File: src/rtl/ivalu_issue_queue_if.sv
// ivalu_issue_queue_if: dispatch, writeback-snoop and issue signals of the
// vector integer ALU issue queue.
//   master : dispatch/wakeup/flush driver, observes issue and occupancy
//   slave  : the issue queue itself
// Signal names keep the block-level _i/_o suffixes seen from the queue.
interface ivalu_issue_queue_if #(parameter int DEPTH = 8);
  localparam int CW = $clog2(DEPTH + 1);

  logic          flush_i;
  logic          disp_valid_i;
  logic          disp_ready_o;
  logic [6:0]    disp_op_i;
  logic [4:0]    disp_rob_i;
  logic [5:0]    disp_dest_i;
  logic [31:0]   disp_a_i, disp_b_i;
  logic          disp_a_rdy_i, disp_b_rdy_i;
  logic [5:0]    disp_a_tag_i, disp_b_tag_i;
  logic          wk0_valid_i, wk1_valid_i;
  logic [5:0]    wk0_tag_i, wk1_tag_i;
  logic [31:0]   wk0_data_i, wk1_data_i;
  logic          iss_valid_o;
  logic [31:0]   iss_a_o, iss_b_o;
  logic [6:0]    iss_op_o;
  logic [4:0]    iss_rob_o;
  logic [5:0]    iss_dest_o;
  logic [CW-1:0] occupancy_o;

  modport master (
    output flush_i, disp_valid_i, disp_op_i, disp_rob_i, disp_dest_i,
           disp_a_i, disp_b_i, disp_a_rdy_i, disp_b_rdy_i, disp_a_tag_i, disp_b_tag_i,
           wk0_valid_i, wk1_valid_i, wk0_tag_i, wk1_tag_i, wk0_data_i, wk1_data_i,
    input  disp_ready_o, iss_valid_o, iss_a_o, iss_b_o, iss_op_o, iss_rob_o,
           iss_dest_o, occupancy_o
  );

  modport slave (
    input  flush_i, disp_valid_i, disp_op_i, disp_rob_i, disp_dest_i,
           disp_a_i, disp_b_i, disp_a_rdy_i, disp_b_rdy_i, disp_a_tag_i, disp_b_tag_i,
           wk0_valid_i, wk1_valid_i, wk0_tag_i, wk1_tag_i, wk0_data_i, wk1_data_i,
    output disp_ready_o, iss_valid_o, iss_a_o, iss_b_o, iss_op_o, iss_rob_o,
           iss_dest_o, occupancy_o
  );
endinterface

File: src/rtl/ivalu_issue_queue.sv
// ivalu_issue_queue: age-ordered issue queue for the vector integer ALU.
// Accepts one dispatched micro-op per cycle, snoops two writeback buses for
// operand data, and issues the oldest fully-ready entry (registered) per cycle.
// Ports:
//   core_clock_i : core clock, rising edge
//   core_reset_i : asynchronous active-low reset
//   bus          : ivalu_issue_queue_if.slave (dispatch, wakeup, flush, issue, occupancy)

// One queue slot: holds the micro-op and captures operand wakeups.
module ivalu_iq_entry (
  input  logic        clk,
  input  logic        rst_n,
  input  logic        alloc,
  input  logic        free,
  input  logic [6:0]  op_in,
  input  logic [4:0]  rob_in,
  input  logic [5:0]  dest_in,
  input  logic [31:0] a_in,
  input  logic [31:0] b_in,
  input  logic        a_rdy_in,
  input  logic        b_rdy_in,
  input  logic [5:0]  a_tag_in,
  input  logic [5:0]  b_tag_in,
  input  logic        wk0_valid,
  input  logic [5:0]  wk0_tag,
  input  logic [31:0] wk0_data,
  input  logic        wk1_valid,
  input  logic [5:0]  wk1_tag,
  input  logic [31:0] wk1_data,
  output logic        valid,
  output logic        ready,
  output logic [6:0]  op,
  output logic [4:0]  rob,
  output logic [5:0]  dest,
  output logic [31:0] a,
  output logic [31:0] b
);
  logic       a_rdy, b_rdy;
  logic [5:0] a_tag, b_tag;
  logic       a_hit0, a_hit1, b_hit0, b_hit1;

  assign a_hit0 = wk0_valid && (wk0_tag != '0) && (wk0_tag == a_tag);
  assign a_hit1 = wk1_valid && (wk1_tag != '0) && (wk1_tag == a_tag);
  assign b_hit0 = wk0_valid && (wk0_tag != '0) && (wk0_tag == b_tag);
  assign b_hit1 = wk1_valid && (wk1_tag != '0) && (wk1_tag == b_tag);
  assign ready  = valid & a_rdy & b_rdy;

  always_ff @(posedge clk or negedge rst_n) begin
    if (!rst_n) begin
      valid <= 1'b0; a_rdy <= 1'b0; b_rdy <= 1'b0;
      op <= '0; rob <= '0; dest <= '0; a <= '0; b <= '0; a_tag <= '0; b_tag <= '0;
    end else if (free) begin
      valid <= 1'b0;
    end else if (alloc) begin
      valid <= 1'b1;
      op    <= op_in;    rob   <= rob_in;   dest  <= dest_in;
      a     <= a_in;     b     <= b_in;
      a_rdy <= a_rdy_in; b_rdy <= b_rdy_in;
      a_tag <= a_tag_in; b_tag <= b_tag_in;
    end else if (valid) begin
      // port 0 wins when both buses carry the same tag
      if (!a_rdy && (a_hit0 || a_hit1)) begin
        a_rdy <= 1'b1;
        a     <= a_hit0 ? wk0_data : wk1_data;
      end
      if (!b_rdy && (b_hit0 || b_hit1)) begin
        b_rdy <= 1'b1;
        b     <= b_hit0 ? wk0_data : wk1_data;
      end
    end
  end
endmodule

module ivalu_issue_queue #(
  parameter int DEPTH = 8
) (
  input  logic               core_clock_i,
  input  logic               core_reset_i,
  ivalu_issue_queue_if.slave bus
);
  localparam int CW = $clog2(DEPTH + 1);

  logic [DEPTH-1:0]             ent_valid, ent_ready, sel, alloc_oh;
  logic [DEPTH-1:0][6:0]        ent_op;
  logic [DEPTH-1:0][4:0]        ent_rob;
  logic [DEPTH-1:0][5:0]        ent_dest;
  logic [DEPTH-1:0][31:0]       ent_a, ent_b;
  // older_than[i][j]: entry j was allocated before entry i
  logic [DEPTH-1:0][DEPTH-1:0]  older_than;
  logic [CW-1:0]                occ;
  logic                         fire, issue;

  // dispatch-side operand resolution: tag 0 is always ready, else same-cycle bypass
  logic        da_t0, db_t0, da_w0, da_w1, db_w0, db_w1, da_rdy, db_rdy;
  logic [31:0] da_val, db_val;

  assign da_t0  = bus.disp_a_tag_i == '0;
  assign db_t0  = bus.disp_b_tag_i == '0;
  assign da_w0  = bus.wk0_valid_i && !da_t0 && (bus.wk0_tag_i == bus.disp_a_tag_i);
  assign da_w1  = bus.wk1_valid_i && !da_t0 && (bus.wk1_tag_i == bus.disp_a_tag_i);
  assign db_w0  = bus.wk0_valid_i && !db_t0 && (bus.wk0_tag_i == bus.disp_b_tag_i);
  assign db_w1  = bus.wk1_valid_i && !db_t0 && (bus.wk1_tag_i == bus.disp_b_tag_i);
  assign da_rdy = bus.disp_a_rdy_i | da_t0 | da_w0 | da_w1;
  assign db_rdy = bus.disp_b_rdy_i | db_t0 | db_w0 | db_w1;
  assign da_val = (bus.disp_a_rdy_i | da_t0) ? bus.disp_a_i :
                  da_w0 ? bus.wk0_data_i : bus.wk1_data_i;
  assign db_val = (bus.disp_b_rdy_i | db_t0) ? bus.disp_b_i :
                  db_w0 ? bus.wk0_data_i : bus.wk1_data_i;

  assign bus.disp_ready_o = occ < CW'(DEPTH);
  assign bus.occupancy_o  = occ;
  assign fire  = bus.disp_valid_i & bus.disp_ready_o & ~bus.flush_i;
  assign issue = (|sel) & ~bus.flush_i;

  // lowest free slot: isolate the lowest set bit of ~valid
  assign alloc_oh = fire ? (~ent_valid & (ent_valid + {{(DEPTH-1){1'b0}}, 1'b1})) : '0;

  // oldest ready: no other ready entry is older
  always_comb begin
    sel = '0;
    for (int i = 0; i < DEPTH; i++)
      sel[i] = ent_ready[i] & ~|(ent_ready & older_than[i]);
  end

  for (genvar g = 0; g < DEPTH; g++) begin : g_ent
    ivalu_iq_entry u_ent (
      .clk(core_clock_i), .rst_n(core_reset_i),
      .alloc(alloc_oh[g]), .free(bus.flush_i | sel[g]),
      .op_in(bus.disp_op_i), .rob_in(bus.disp_rob_i), .dest_in(bus.disp_dest_i),
      .a_in(da_val), .b_in(db_val), .a_rdy_in(da_rdy), .b_rdy_in(db_rdy),
      .a_tag_in(bus.disp_a_tag_i), .b_tag_in(bus.disp_b_tag_i),
      .wk0_valid(bus.wk0_valid_i), .wk0_tag(bus.wk0_tag_i), .wk0_data(bus.wk0_data_i),
      .wk1_valid(bus.wk1_valid_i), .wk1_tag(bus.wk1_tag_i), .wk1_data(bus.wk1_data_i),
      .valid(ent_valid[g]), .ready(ent_ready[g]),
      .op(ent_op[g]), .rob(ent_rob[g]), .dest(ent_dest[g]), .a(ent_a[g]), .b(ent_b[g])
    );
  end

  // one-hot select -> OR mux
  logic [6:0]  mux_op;
  logic [4:0]  mux_rob;
  logic [5:0]  mux_dest;
  logic [31:0] mux_a, mux_b;
  always_comb begin
    mux_op = '0; mux_rob = '0; mux_dest = '0; mux_a = '0; mux_b = '0;
    for (int i = 0; i < DEPTH; i++) begin
      mux_op   |= {7{sel[i]}}  & ent_op[i];
      mux_rob  |= {5{sel[i]}}  & ent_rob[i];
      mux_dest |= {6{sel[i]}}  & ent_dest[i];
      mux_a    |= {32{sel[i]}} & ent_a[i];
      mux_b    |= {32{sel[i]}} & ent_b[i];
    end
  end

  always_ff @(posedge core_clock_i or negedge core_reset_i) begin
    if (!core_reset_i) begin
      older_than <= '0;
    end else begin
      // new entry is younger than everything currently valid; nothing is younger than it
      for (int k = 0; k < DEPTH; k++) begin
        if (alloc_oh[k]) begin
          for (int j = 0; j < DEPTH; j++) older_than[j][k] <= 1'b0;
          older_than[k] <= ent_valid;
        end
      end
    end
  end

  always_ff @(posedge core_clock_i or negedge core_reset_i) begin
    if (!core_reset_i) begin
      occ             <= '0;
      bus.iss_valid_o <= 1'b0;
      bus.iss_a_o     <= '0;
      bus.iss_b_o     <= '0;
      bus.iss_op_o    <= '0;
      bus.iss_rob_o   <= '0;
      bus.iss_dest_o  <= '0;
    end else begin
      if (bus.flush_i) occ <= '0;
      else             occ <= occ + CW'(fire) - CW'(issue);
      bus.iss_valid_o <= issue;
      if (issue) begin
        bus.iss_a_o    <= mux_a;
        bus.iss_b_o    <= mux_b;
        bus.iss_op_o   <= mux_op;
        bus.iss_rob_o  <= mux_rob;
        bus.iss_dest_o <= mux_dest;
      end
    end
  end
endmodule

File: src/flat_wrapper.sv
// flat-port wrapper written by rule: the top's interface ports become plain ports
module ivalu_issue_queue_flat 
#(
  parameter int DEPTH = 8
)
  (core_clock_i, core_reset_i, bus_flush_i, bus_disp_valid_i, bus_disp_op_i, bus_disp_rob_i, bus_disp_dest_i, bus_disp_a_i, bus_disp_b_i, bus_disp_a_rdy_i, bus_disp_b_rdy_i, bus_disp_a_tag_i, bus_disp_b_tag_i, bus_wk0_valid_i, bus_wk1_valid_i, bus_wk0_tag_i, bus_wk1_tag_i, bus_wk0_data_i, bus_wk1_data_i, bus_disp_ready_o, bus_iss_valid_o, bus_iss_a_o, bus_iss_b_o, bus_iss_op_o, bus_iss_rob_o, bus_iss_dest_o, bus_occupancy_o);
  ivalu_issue_queue_if #(.DEPTH(DEPTH)) bus_i ();
  input  logic core_clock_i;
  input  logic core_reset_i;
  input wire logic [$bits(bus_i.flush_i)-1:0] bus_flush_i;
  input wire logic [$bits(bus_i.disp_valid_i)-1:0] bus_disp_valid_i;
  input wire logic [$bits(bus_i.disp_op_i)-1:0] bus_disp_op_i;
  input wire logic [$bits(bus_i.disp_rob_i)-1:0] bus_disp_rob_i;
  input wire logic [$bits(bus_i.disp_dest_i)-1:0] bus_disp_dest_i;
  input wire logic [$bits(bus_i.disp_a_i)-1:0] bus_disp_a_i;
  input wire logic [$bits(bus_i.disp_b_i)-1:0] bus_disp_b_i;
  input wire logic [$bits(bus_i.disp_a_rdy_i)-1:0] bus_disp_a_rdy_i;
  input wire logic [$bits(bus_i.disp_b_rdy_i)-1:0] bus_disp_b_rdy_i;
  input wire logic [$bits(bus_i.disp_a_tag_i)-1:0] bus_disp_a_tag_i;
  input wire logic [$bits(bus_i.disp_b_tag_i)-1:0] bus_disp_b_tag_i;
  input wire logic [$bits(bus_i.wk0_valid_i)-1:0] bus_wk0_valid_i;
  input wire logic [$bits(bus_i.wk1_valid_i)-1:0] bus_wk1_valid_i;
  input wire logic [$bits(bus_i.wk0_tag_i)-1:0] bus_wk0_tag_i;
  input wire logic [$bits(bus_i.wk1_tag_i)-1:0] bus_wk1_tag_i;
  input wire logic [$bits(bus_i.wk0_data_i)-1:0] bus_wk0_data_i;
  input wire logic [$bits(bus_i.wk1_data_i)-1:0] bus_wk1_data_i;
  output wire logic [$bits(bus_i.disp_ready_o)-1:0] bus_disp_ready_o;
  output wire logic [$bits(bus_i.iss_valid_o)-1:0] bus_iss_valid_o;
  output wire logic [$bits(bus_i.iss_a_o)-1:0] bus_iss_a_o;
  output wire logic [$bits(bus_i.iss_b_o)-1:0] bus_iss_b_o;
  output wire logic [$bits(bus_i.iss_op_o)-1:0] bus_iss_op_o;
  output wire logic [$bits(bus_i.iss_rob_o)-1:0] bus_iss_rob_o;
  output wire logic [$bits(bus_i.iss_dest_o)-1:0] bus_iss_dest_o;
  output wire logic [$bits(bus_i.occupancy_o)-1:0] bus_occupancy_o;
  assign bus_i.flush_i = bus_flush_i;
  assign bus_i.disp_valid_i = bus_disp_valid_i;
  assign bus_i.disp_op_i = bus_disp_op_i;
  assign bus_i.disp_rob_i = bus_disp_rob_i;
  assign bus_i.disp_dest_i = bus_disp_dest_i;
  assign bus_i.disp_a_i = bus_disp_a_i;
  assign bus_i.disp_b_i = bus_disp_b_i;
  assign bus_i.disp_a_rdy_i = bus_disp_a_rdy_i;
  assign bus_i.disp_b_rdy_i = bus_disp_b_rdy_i;
  assign bus_i.disp_a_tag_i = bus_disp_a_tag_i;
  assign bus_i.disp_b_tag_i = bus_disp_b_tag_i;
  assign bus_i.wk0_valid_i = bus_wk0_valid_i;
  assign bus_i.wk1_valid_i = bus_wk1_valid_i;
  assign bus_i.wk0_tag_i = bus_wk0_tag_i;
  assign bus_i.wk1_tag_i = bus_wk1_tag_i;
  assign bus_i.wk0_data_i = bus_wk0_data_i;
  assign bus_i.wk1_data_i = bus_wk1_data_i;
  assign bus_disp_ready_o = bus_i.disp_ready_o;
  assign bus_iss_valid_o = bus_i.iss_valid_o;
  assign bus_iss_a_o = bus_i.iss_a_o;
  assign bus_iss_b_o = bus_i.iss_b_o;
  assign bus_iss_op_o = bus_i.iss_op_o;
  assign bus_iss_rob_o = bus_i.iss_rob_o;
  assign bus_iss_dest_o = bus_i.iss_dest_o;
  assign bus_occupancy_o = bus_i.occupancy_o;
  ivalu_issue_queue #(.DEPTH(DEPTH)) u_core (.core_clock_i(core_clock_i), .core_reset_i(core_reset_i), .bus(bus_i));
endmodule
File: config.mk
export PLATFORM = sky130hd
export DESIGN_NAME = ivalu_issue_queue_flat
export DESIGN_NICKNAME = d
export VERILOG_FILES = /design/src/rtl/ivalu_issue_queue_if.sv /design/src/rtl/ivalu_issue_queue.sv /design/src/flat_wrapper.sv
export SDC_FILE = /design/constraint.sdc
export NUM_CORES = 2
export LEC_CHECK = 0
export CAP_MARGIN = 25
export CORE_MARGIN = 3
export CORE_UTILIZATION = 30
export DETAILED_ROUTE_END_ITERATION = 10
export PLACE_DENSITY = 0.41
export SKIP_CTS_REPAIR_TIMING = 1
export SLEW_MARGIN = 25
export SYNTH_ARGS = -nofsm -noshare
export SYNTH_HDL_FRONTEND = slang
export SYNTH_SLANG_ARGS = --single-unit
File: constraint.sdc
create_clock -name core_clock_i -period 3.95 [get_ports core_clock_i]
set_input_delay 0.79 -clock core_clock_i [delete_from_list [all_inputs] [get_ports core_clock_i]]
set_output_delay 0.79 -clock core_clock_i [all_outputs]
set_load 0.02 [all_outputs]
; After elaboration in Yosys (flattened, before gate mapping)
; Cells that the tools add are included.
[classes]
n_addsub = 3
n_lt_le_gt_ge = 1
n_eq_ne = 36
mux = 176
n_bitwise = 135
n_reduce_logical = 197
[ops]
columns = cell, count
row1 = two-way mux 32 bit, 68
row2 = bitwise AND 32 bit, 16
row3 = bitwise OR 32 bit, 14
row4 = == test 6 bit, 36
row5 = nonzero test 2 bit, 60
row6 = two-way mux 1 bit, 98
row7 = bitwise AND 8 bit, 9
row8 = OR reduction 8 bit, 9
row9 = two-way mux 8 bit, 8
row10 = logical AND 1 bit, 58
row11 = bitwise AND 7 bit, 8
row12 = bitwise OR 7 bit, 7
row13 = bitwise AND 6 bit, 8
row14 = AND reduction 3 bit, 16
row15 = bitwise OR 6 bit, 7
row16 = bitwise AND 5 bit, 8
row17 = bitwise OR 5 bit, 7
row18 = bitwise AND 1 bit, 27
row19 = logical NOT 1 bit, 26
row20 = logical OR 1 bit, 16
row21 = AND reduction 2 bit, 8
row22 = bitwise OR 1 bit, 14
row23 = logical NOT 6 bit, 2
row24 = nonzero test 6 bit, 2
row25 = other kinds (8), 16
[word_totals]
reg_bits = 927
input_bits = 178
output_inout_bits = 88
elab_cells = 699

; Depth between registers and ports, before layout
[depth]
word_depth = 14
ltp_mapped = 16
depth_no_buf = 12

; By module
; A second synthesis with hierarchy kept.
[unflattened]
cells_unflattened = 6238
area_unflattened_um2 = 60230.3
[modules_own_cells]
columns = module, n_inst, cells_each, area_per_inst_um2, seq_area_each_um2
row1 = ivalu_iq_entry, 8, 571, 5943.2, 2427.3
row2 = ivalu_issue_queue, 1, 1670, 12684.7, 3778.6

; Least setup slack after synthesis
; Ideal clock, no wire load.
[synth_timing]
path_kind = register -> register
startpoint = register u_core.g_ent[4].u_ent.a_rdy
endpoint = register u_core.occ[2], in the netlist u_core.bus.occupancy_o[2]
setup_time_ns = 0.132
arrival_ns = 3.069
t_required_ns = 3.818
setup_slack_ns = 0.749
path_stages_with_launch = 16
cell_sequence = dfrtp_1 clkbuf_1 and4b_1 and4_1 and2_1 clkbuf_1 nor4_1 a21oi_1 buf_2 buf_4 ha_1 inv_1 ha_1 fa_1 xnor2_1 nor2_1
[synth_via]
elab_chain_cells = 10
word_cells_on_any_way = 38
[synth_rtl]
columns = item, line_no
row1 = from (decl), ivalu_issue_queue.sv:38  ; logic a_rdy, b_rdy;
row2 = from (signal assigned), ivalu_issue_queue.sv:58  ; a_rdy <= a_rdy_in; b_rdy <= b_rdy_in;
row3 = bitwise AND 1 bit * (2 in series), ivalu_issue_queue.sv:46  ; assign ready = valid & a_rdy & b_rdy;
row4 = bitwise AND 8 bit, ivalu_issue_queue.sv:122  ; sel[i] = ent_ready[i] & ~|(ent_ready & older_than[i]);
row5 = OR reduction 8 bit, ivalu_issue_queue.sv:122
row6 = logical NOT 1 bit, ivalu_issue_queue.sv:122
row7 = bitwise AND 1 bit, ivalu_issue_queue.sv:122
row8 = OR reduction 8 bit *, ivalu_issue_queue.sv:113  ; assign issue = (|sel) & ~bus.flush_i;
row9 = bitwise AND 1 bit *, ivalu_issue_queue.sv:113
row10 = net u_core.issue, ivalu_issue_queue.sv:91  ; logic fire, issue;
row11 = subtractor 4 x 1 -> 4 bit *, ivalu_issue_queue.sv:180  ; else occ <= occ + CW'(fire) - CW'(issue);
row12 = two-way mux 4 bit *, ivalu_issue_queue.sv:179  ; if (bus.flush_i) occ <= '0;
row13 = to (signal assigned), ivalu_issue_queue.sv:180
row14 = to (decl), ivalu_issue_queue.sv:90  ; logic [CW-1:0] occ;
; The timed path passes the listed nets; every way through them passes the cells marked *.
; A chain may end at the register's enable or synchronous reset.

; Worst setup path in the final report
[layout_timing]
startpoint = register u_core.g_ent[6].u_ent.valid
endpoint = register u_core.bus.iss_a_o[8]
[layout_via]
elab_chain_cells = 14
word_cells_on_any_way = 51
[layout_rtl]
columns = item, line_no
row1 = from (decl), ivalu_issue_queue.sv:30  ; output logic valid,
row2 = from (signal assigned), ivalu_issue_queue.sv:50  ; valid <= 1'b0; a_rdy <= 1'b0; b_rdy <= 1'b0;
row3 = from (signal assigned), ivalu_issue_queue.sv:53  ; valid <= 1'b0;
row4 = from (signal assigned), ivalu_issue_queue.sv:55  ; valid <= 1'b1;
row5 = bitwise AND 1 bit * (2 in series), ivalu_issue_queue.sv:46
row6 = bitwise AND 8 bit, ivalu_issue_queue.sv:122
row7 = OR reduction 8 bit, ivalu_issue_queue.sv:122
row8 = logical NOT 1 bit, ivalu_issue_queue.sv:122
row9 = bitwise AND 1 bit, ivalu_issue_queue.sv:122
row10 = bitwise AND 32 bit, ivalu_issue_queue.sv:150  ; mux_a |= {32{sel[i]}} & ent_a[i];
row11 = bitwise OR 32 bit (7 in series), ivalu_issue_queue.sv:150
row12 = to (signal assigned), ivalu_issue_queue.sv:183  ; bus.iss_a_o <= mux_a;
row13 = to (decl), ivalu_issue_queue_if.sv:40  ; output disp_ready_o, iss_valid_o, iss_a_o, iss_b_o, iss_op_o, iss_rob_o,
; Every way passes the cells marked *; elsewhere a longest branch is shown, timed or not.

==> results.json <==
{
  "finClkSkew_ns": 0.06326,
  "grt.total_usage_pct": 29.15,
  "r2r-start": "u_core.g_ent[6].u_ent.valid$_DFFE_PN0P_",
  "clockBufferDepth": 3,
  "synth-edff-count": 0,
  "place_area_um2": 62260,
  "finalSetupTns_ns": 0,
  "core_um2": 179200,
  "fin_crit_sh_pct": 92.27,
  "critPathRequiredTime_ns": 4.61,
  "timing.final.crit_period_ns": 3.645,
  "status": "completed",
  "cts-root-buf": "clkbuf_16",
  "worst-r2r-cell-count": 7,
  "synthFlopType": "dfrtp_1",
  "ir_drop_mv": 0.3550,
  "cts_max_level": 3,
  "ios": 266,
  "drive_gt1_share_pct": 13.21,
  "yosysWarningCount": 0,
  "drt-initial-drc-count": 5982,
  "grt_pass1_wl_um": 395700,
  "initial_core_util_pct": 30.33,
  "arrival_ns": 4.31,
  "wirelength_um": 278200,
  "wire_per_inst_um": 31.74,
  "syn-num-nets": 6338,
  "dp_hpwl_um": 174600,
  "crit_type": "flop to flop",
  "hp-class": "primary input to async pin",
  "vias_per_cell": 5.892,
  "rows": 155,
  "grt_pass1_vias": 51180,
  "path_clk_slew_ns": 0.06,
  "p_per_area_nw_per_um2": 455.7,
  "final_nets": 6492,
  "areaGrowthSynthToFinish_pct": 21.60,
  "antenna_found_initial": 12,
  "vias": 51640,
  "synth-seq-area-share_pct": 42.67,
  "clkLatencyLatePin_ns": 0.79,
  "tightest_slew_ns": 1.146,
  "syn-cell-area_um2": 54360,
  "fmax_mhz": 274.4,
  "chipWidth_um": 431.7,
  "ys_ff_latch": 927,
  "avgSynthCellArea_um2": 8.832,
  "cts_tree": "built",
  "grt_max_degree": 96,
  "ant_nets": 0,
  "post-route-util_pct": 36.89,
  "final-setup-viol-count": 0,
  "overflow": 0,
  "critPathMaxFanout": 83,
  "max-cap-violations": 0,
  "hold_viol": 0,
  "design.die.area_um2": 186300,
  "synth_cell_types": 80,
  "reg2reg_slack_ns": 0.31,
  "final_max_slew_viol_count": 0,
  "postLayoutCellArea_um2": 66100,
  "start_kind": "flop",
  "synth_cells": 6155,
  "clock-sinks": 927,
  "synth_async_sr_flop_share_pct": 100.0,
  "max_slew_margin_pct": 21.61,
  "drt-pass1-iter-count": 6,
  "port_buffers": 265,
  "finalWeightedCongestion": 0.8783,
  "rsz0062_at_grt": "false",
  "end_kind": "flop",
  "power.leakage_nw": 28.40,
  "die_height_um": 431.7,
  "drc": 0,
  "timing.rr.end": "u_core.bus.iss_a_o[8]$_DFFE_PN0P_",
  "cts_buffers": 117
}
-- cell usage after synthesis (all sizes together) (109+ instances only) --
cell type | count | area share (%)
nor3 | 179 | 1.7
mux2 | 276 | 5.8
dfrtp | 927 | 43
nand2 | 1230 | 8.5
a22oi | 337 | 4.7
nor2 | 455 | 3.1
o21ai | 352 | 3.2
nand4 | 151 | 1.7
mux2i | 257 | 4.7
a221o | 128 | 2.4
nand3 | 109 | 1.0
clkbuf | 472 | 3.3
buf | 175 | 1.8
xnor2 | 116 | 1.9
-- worst max-delay path: stages, from the launching register on --
cell and delay, ns:
dfrtp_1 0.79, nand4_1 0.21, o2111ai_1 0.22, nor2_4 0.09, buf_12 0.29, a2111oi_0 1.12, nand3_1 0.33, mux2_2 0.35
-- area by class of cell --
type,instances,area [um2]
Clock buffer,171,3392
Antenna cell,5,12.51
Inverter,76,285.3
Multi-Input combinational cell,4505,28570
Tap cell,2355,2947
Fill cell,18290,113100
Sequential cell,927,23200
Timing Repair Buffer,682,7264
Clock inverter,43,435.4
-- layer usage --
layer	routed length, um	part of all wire [%]	GRT usage (%)
met1	120400	43	39.79
met2	125200	45	45.68
met3	21740	7.8	5.491
met4	10830	3.9	11.14
met5	59	0.021	0
-- flip-flops by register name, indices dropped and copies added, names as in the netlist, 32 cells and up --
signal / count
u_core.g_ent.u_ent.b_tag: 48
u_core.g_ent.u_ent.rob: 40
u_core.g_ent.u_ent.a_tag: 48
u_core.g_ent.u_ent.op: 56
u_core.bus.iss_b_o: 32
u_core.g_ent.u_ent.dest: 48
u_core.g_ent.u_ent.a: 256
u_core.older_than: 64
u_core.g_ent.u_ent.b: 256
u_core.bus.iss_a_o: 32
-- how the worst max path moves through the flow --
stage               slack [ns]                                 endpoint  cells after the start                                    start
finish                    0.31        u_core.bus.iss_a_o[8]$_DFFE_PN0P_                      7  u_core.g_ent[6].u_ent.valid$_DFFE_PN0P_
detailed placement        0.02  u_core.g_ent[0].u_ent.b[21]$_DFFE_PN0P_                     10                         bus_wk0_tag_i[5]
CTS                       0.50      u_core.bus.occupancy_o[2]$_DFF_PN0_                     11  u_core.g_ent[5].u_ent.a_rdy$_DFFE_PN0P_
global placement          0.03  u_core.g_ent[0].u_ent.b[21]$_DFFE_PN0P_                     10                         bus_wk0_tag_i[5]
floorplan                 0.75      u_core.bus.occupancy_o[2]$_DFF_PN0_                     15  u_core.g_ent[4].u_ent.a_rdy$_DFFE_PN0P_
global route              0.29      u_core.bus.occupancy_o[2]$_DFF_PN0_                     11  u_core.g_ent[5].u_ent.a_rdy$_DFFE_PN0P_
-- through the flow --
stage	hold WS, ns	total power (W)	worst slack, ns	cells
after floorplan	0.4305	0.01583	0.7491	6155
after global routing	0.09280	0.03147	0.2861	8764
after CTS	0.03184	0.03033	0.5010	8759
final	0.08115	0.03013	0.3054	8764
after detailed placement	0.4513	0.01927	0.01869	8545
after global placement	0.4473	0.01921	0.03313	8545
-- kinds of logic (layout without fill, tap and decap cells) --
kind of cell	Yosys count	after routing	share of synthesized area, %
compound gates	1401	1401	18.67
fa+ha+maj	5	5	0.1289
flops	927	927	42.67
buf+inv	723	972	5.568
simple gates	2347	2347	18.95
xor+xnor	219	219	3.529
other cells	0	5	0
mux	533	533	10.48
-- cell usage in the layout (no fill, tap or decap), types with 64 or more instances in the layout --
cell type,netlist,routed
buf_12,0,118
clkdlybuf4s50_1,0,264
nor2_1,455,441
a221oi_1,64,64
buf_4,16,299
a22oi_1,337,337
and2_1,75,72
mux2_2,140,140
a31oi_1,66,65
nand4_1,150,150
nand3_1,108,100
inv_1,76,76
clkbuf_16,0,118
nand2_1,1230,1228
o21ai_1,93,92
o31ai_1,99,99
dfrtp_1,927,927
xor2_1,103,103
nor3_1,178,173
o21a_1,65,65
mux2i_1,257,257
xnor2_1,116,116
o21ai_0,259,259
a221o_1,128,128
mux2_1,131,131
-- power breakdown --
part | switching (W) | total, W | internal, W
clock | 0.00474 | 0.0109 | 0.00620
combinational | 0.00401 | 0.00690 | 0.00289
sequential | 0.00115 | 0.0123 | 0.0111
total | 0.00989 | 0.0301 | 0.0202
Note: power is estimated with default switching activity, not from simulation.
